File: src/rtl/dac_update_sched.sv
// Round-robin update scheduler in front of the DAC7554 SPI shifter: shadow registers, pending tracking, word build.
// Optional: define DAC_SCHED_LDAC_SYNC_EN for load-only commands plus a shared LDAC strobe after each burst.
module dac_update_sched #(
  parameter int XFER_CYCLES = 68,
  parameter int GAP_CYCLES  = 4
) (
  input  logic        clk_in,
  input  logic        rst,
  input  logic        wr_en,
  input  logic [1:0]  wr_ch,
  input  logic [11:0] wr_data,
  output logic [3:0]  pending,
  output logic        busy,
  output logic        upd_done,
  output logic        dac_ctrl,
  output logic [15:0] dac_dato,
  output logic        ldac_n,
  output logic [2:0]  dbg_state
);

  typedef enum logic [2:0] {
    S_IDLE   = 3'd0,
    S_LOAD   = 3'd1,
    S_XFER   = 3'd2,
`ifdef DAC_SCHED_LDAC_SYNC_EN
    S_GAP    = 3'd3,
    S_STROBE = 3'd4
`else
    S_GAP    = 3'd3
`endif
  } state_t;

  localparam logic [7:0] XFER_LAST = 8'(XFER_CYCLES - 1);
  localparam logic [7:0] GAP_LAST  = 8'(GAP_CYCLES - 1);
`ifdef DAC_SCHED_LDAC_SYNC_EN
  localparam logic [1:0] CMD = 2'b00;
`else
  localparam logic [1:0] CMD = 2'b10;
`endif

  state_t      r_state;
  state_t      w_next;
  logic [7:0]  r_cnt;
  logic [11:0] r_shadow [4];
  logic [3:0]  r_pending;
  logic [1:0]  r_rr;
  logic [15:0] r_dato;
  logic        r_upd_done;
  logic [1:0]  w_sel;
  logic [1:0]  w_cand;
  logic        w_found;
  logic [3:0]  w_clr;
  logic [3:0]  w_set;

  // First pending channel after the last one served, wrapping; i=4 lands back on r_rr.
  always_comb begin
    w_sel   = r_rr;
    w_cand  = r_rr;
    w_found = 1'b0;
    for (int i = 1; i <= 4; i++) begin
      w_cand = r_rr + 2'(i);
      if (!w_found && r_pending[w_cand]) begin
        w_sel   = w_cand;
        w_found = 1'b1;
      end
    end
  end

  always_comb begin
    w_clr = 4'b0000;
    w_set = 4'b0000;
    if (r_state == S_LOAD) w_clr = 4'b0001 << w_sel;
    if (wr_en)             w_set = 4'b0001 << wr_ch;
  end

  always_comb begin
    w_next = r_state;
    case (r_state)
      S_IDLE: if (|r_pending) w_next = S_LOAD;
      S_LOAD: w_next = S_XFER;
      S_XFER: if (r_cnt == XFER_LAST) w_next = S_GAP;
      S_GAP: begin
        if (r_cnt == GAP_LAST) begin
          if (|r_pending) w_next = S_LOAD;
`ifdef DAC_SCHED_LDAC_SYNC_EN
          else            w_next = S_STROBE;
`else
          else            w_next = S_IDLE;
`endif
        end
      end
`ifdef DAC_SCHED_LDAC_SYNC_EN
      S_STROBE: if (r_cnt == 8'd1) w_next = S_IDLE;
`endif
      default: w_next = S_IDLE;
    endcase
  end

  always_ff @(posedge clk_in) begin
    if (rst) begin
      r_state    <= S_IDLE;
      r_cnt      <= 8'd0;
      r_pending  <= 4'b0000;
      r_rr       <= 2'd3;
      r_dato     <= 16'h0000;
      r_upd_done <= 1'b0;
      for (int i = 0; i < 4; i++) r_shadow[i] <= 12'h000;
    end else begin
      r_state    <= w_next;
      r_cnt      <= (w_next != r_state) ? 8'd0 : r_cnt + 8'd1;
      r_upd_done <= (r_state == S_XFER) && (w_next == S_GAP);
      // A write landing on the channel being loaded keeps it pending (set wins over clear).
      r_pending  <= (r_pending & ~w_clr) | w_set;
      if (wr_en) r_shadow[wr_ch] <= wr_data;
      if (r_state == S_LOAD) begin
        r_rr   <= w_sel;
        r_dato <= {CMD, w_sel, r_shadow[w_sel]};
      end
    end
  end

  assign pending   = r_pending;
  assign busy      = (r_state != S_IDLE);
  assign upd_done  = r_upd_done;
  assign dac_ctrl  = (r_state != S_XFER);
  assign dac_dato  = r_dato;
  assign dbg_state = r_state;
`ifdef DAC_SCHED_LDAC_SYNC_EN
  assign ldac_n    = (r_state != S_STROBE);
`else
  assign ldac_n    = 1'b1;
`endif

endmodule

File: config.mk
export PLATFORM = sky130hd
export DESIGN_NAME = dac_update_sched
export DESIGN_NICKNAME = d
export VERILOG_FILES = /design/src/rtl/dac_update_sched.sv
export SDC_FILE = /design/constraint.sdc
export NUM_CORES = 1
export LEC_CHECK = 0
export ABC_AREA = 1
export BUFFER_PORTS_ARGS = -buffer_cell sky130_fd_sc_hd__buf_2
export CAP_MARGIN = 40
export CORE_ASPECT_RATIO = 0.8
export CORE_MARGIN = 4
export CORE_UTILIZATION = 48
export CTS_CLUSTER_DIAMETER = 150
export DETAILED_ROUTE_END_ITERATION = 16
export GPL_TIMING_DRIVEN = 0
export PLACE_DENSITY = 0.74
export SETUP_SLACK_MARGIN = 0.4
export SYNTH_ARGS = -nofsm -noshare
export SYNTH_HDL_FRONTEND = slang
export SYNTH_SLANG_ARGS = --single-unit
File: constraint.sdc
create_clock -name clk_in -period 5.08 [get_ports clk_in]
set_clock_uncertainty 0.15 [all_clocks]
set_input_delay 0.508 -clock clk_in [delete_from_list [all_inputs] [get_ports clk_in]]
set_output_delay 0.508 -clock clk_in [all_outputs]
set_load 0.005 [all_outputs]
==> metrics.md <==
| Metric | Value |
|---|---|
| Leakage | `0.00196 uW` |
| Final Total Pwr | `1430 uW` |
| Routed Antenna Nets | `0` |
| Place WS | `2460 ps` |
| Initial antenna violation count | `0` |
| Share of layout cells above drive strength 1 | `18.3%` |
| Largest net degree at the start of global routing | `15` |
| Row cnt | `29` |
| Worst path bufs/invs | `4` |
| TNS Setup | `0 ps` |
| Remaining DRCs | `0` |
| Die Span Y | `88.8 um` |
| Antenna diode count | `0` |
| Die area | `9670 um^2` |
| Post-detail-place hpwl | `6460 um` |
| CTS hold repair buffers | `0` |
| Final Max Tran Viols | `0` |
| CP delay by family, top | `simple AND/OR/NAND/NOR gates` |
| Global-route wire length before repair | `14300 um` |
| Hold WC Path Type | `in -> reg` |
| Critical Path End | `r_shadow[1][10]` |
| Setup crit end kind | `flip-flop` |
| Final setup viols | `0` |
| Max clock buf depth | `2` |
| Initial Util | `49.2%` |
| DRT iter0 DRCs | `244` |
| Slowest-stage cell, CP | `nand2_1` |
| Final wirelength | `8810 um` |
| Syn avg cell area | `8.58 um^2` |
| Critical path, cell by cell | `buf_2 -> inv_1 -> nand2_1 -> inv_1 -> nand3_1 -> clkbuf_1 -> nand2_1` |
| R2r worst-path depth | `14` |
| Levels on crit path | `7` |
| Synth Cell Area | `3910 um^2` |
| R2r setup slk | `3020 ps` |
| Ports | `44` |
| Worst setup SP type | `input pin` |
| Grt ovf | `0` |
| CTS tree | `done` |
| Htree depth | `3` |
| Main flop type after synthesis | `edfxtp_1` |
| CTS Buf Count | `9` |
| Post-CTS Setup Inserts | `0` |
| Area of placed instances | `4260 um^2` |
| GR Util All Layers | `19.5%` |
| Tcrit/Tclk final | `44.7%` |
| Worst relative slew slack | `57.2%` |
| Number of global-route vias before repair | `3100` |
| CP Data Arrival Time | `2070 ps` |
| Commonest non-fill, non-tap cells in the layout | `nand3_1, nand2_1, inv_1` |
| Clock Latency Late Sink | `350 ps` |
| Setup ws final | `2810 ps` |
| Pwr dens | `321 nW/um^2` |
| Required time worst endpoint | `4880 ps` |
| Root Driver | `clkbuf_8` |
| Post-DR vias/cell | `5.12` |
| Post-route design area | `4460 um^2` |
| Max FO, Critical Path | `12` |
| Yosys warnings | `0` |
| Cell variety after synth | `30` |
| Max cap viols | `0` |
| Unrepaired setup endpoints after global routing | `no` |
| Post-synth EDFFs | `48` |
| VDD IR max | `0.000158 V` |
| CTS clk-pin slew, worst paths | `90 ps` |
| Worst slew pin tran | `638 ps` |
| Sequential area share after synthesis | `53.7%` |
| Post-CTS Resized | `0` |
| Seq cells post-synth | `81` |
| Worst r2r src | `r_rr[0]` |
| WHS | `314 ps` |
| Minimum clock period | `2270 ps` |
| Die Wd | `109 um` |
| DRT Pass-1 Iters | `6` |
| Status | `complete, no violations` |
| Achievable frequency | `0.440 GHz` |
| # clock sinks | `81` |
| Post-Synthesis Cells | `456` |
| WS Path Type | `in -> reg` |
| Hold Violations, Final | `0` |
| CP peak stage delay | `540 ps` |
| # port buffers | `41` |
| Final nets | `527` |
| Worst R2R End | `dac_dato[0]` |
| Crit path from | `rst` |
| Asr flop ratio synth | `0%` |
| Via count | `3182` |
| Routed len/inst | `14.2 um` |
| Core area | `7950 um^2` |
| Commonest non-fill, non-tap cell in the layout | `nand3_1` |
| Routability cong. | `0.799` |
| Area growth syn-to-layout | `13.9%` |
==> cells in the mapped netlist, types with 2 or more instances <==
library cell	instances	share of area, %
nand3_1	86	11
nand2_1	70	6.7
inv_1	65	6.2
nor2_1	63	6.0
edfxtp_1	48	37
dfxtp_1	33	17
a21oi_1	18	2.3
clkbuf_1	9	0.86
nand2_2	9	1.4
nand2_4	7	2.0
buf_6	6	1.7
o211ai_1	6	1.2
buf_2	5	0.64
nand4_1	4	0.64
xor2_1	4	0.90
nor3_1	3	0.38
buf_4	2	0.38
conb_1	2	0.19
inv_2	2	0.19
nand3_2	2	0.51
nand3_4	2	0.90
o21ai_0	2	0.26
==> power by group <==
part	switching, uW	internal [uW]
clock network	232	238
registers	15.2	732
logic	142	74.3
==> cell families after synthesis <==
family	synth area share, %
xor gates and xnor gates	1.12
AOI/OAI and AO/OA	3.87
DFF	53.7
other	0.192
buffers and inverters	10.6
adders and majority gates	0.320
and+or+nand+nor	30.2
==> how the worst min path moves through the flow <==
stage	from	end	depth (start not counted)
final	wr_data[1]	r_shadow[2][1]	3
after global routing	wr_data[9]	r_shadow[2][9]	3
after CTS	wr_data[2]	r_shadow[2][2]	3
after detailed placement	dac_dato[3]	dac_dato[3]	2
after global placement	r_cnt[0]	r_cnt[0]	1
after floorplan	r_cnt[0]	r_cnt[0]	1
==> area by class of cell <==
type                       count  area [um^2]
multi-input combinational    285         1400
inverter                      69          272
clock buffer                  13          181
sequential                    81         2100
fill                         755         3490
tap                          108          135
timing repair buffer          41          205
clock inverter                 3         20.0
buffer                        22          141
==> metrics by stage <==
stage               instances  util (%)
floorplan                 457         -
global placement          606      53.6
detailed placement        606      53.6
CTS                       622      56.1
global route              622      56.1
finish                    622      56.1
==> registers in the layout, summed over array words and instances (netlist names) <==
name and flops:
r_shadow 48, dac_dato 15, r_cnt 8, pending 4
dbg_state 3, r_rr 2, upd_done 1
==> per-layer routing <==
metal | track usage [%] | wire, um | vias to the layer above
met5 | 0 | 0 | -
met1 | 23.7 | 3680 | 1473
met2 | 34.4 | 4480 | 113
met4 | 6.65 | 124 | 0
li1 | - | - | 1580
met3 | 4.08 | 528 | 16
==> worst register-to-register path, delay by kind of cell (launching register included) <==
kind | cells | cell delay (ps)
compound gates | 1 | 70
simple gates | 9 | 850
flops | 1 | 320
buf+inv | 4 | 560
No activity file was read; power rests on OpenSTA's default activity.
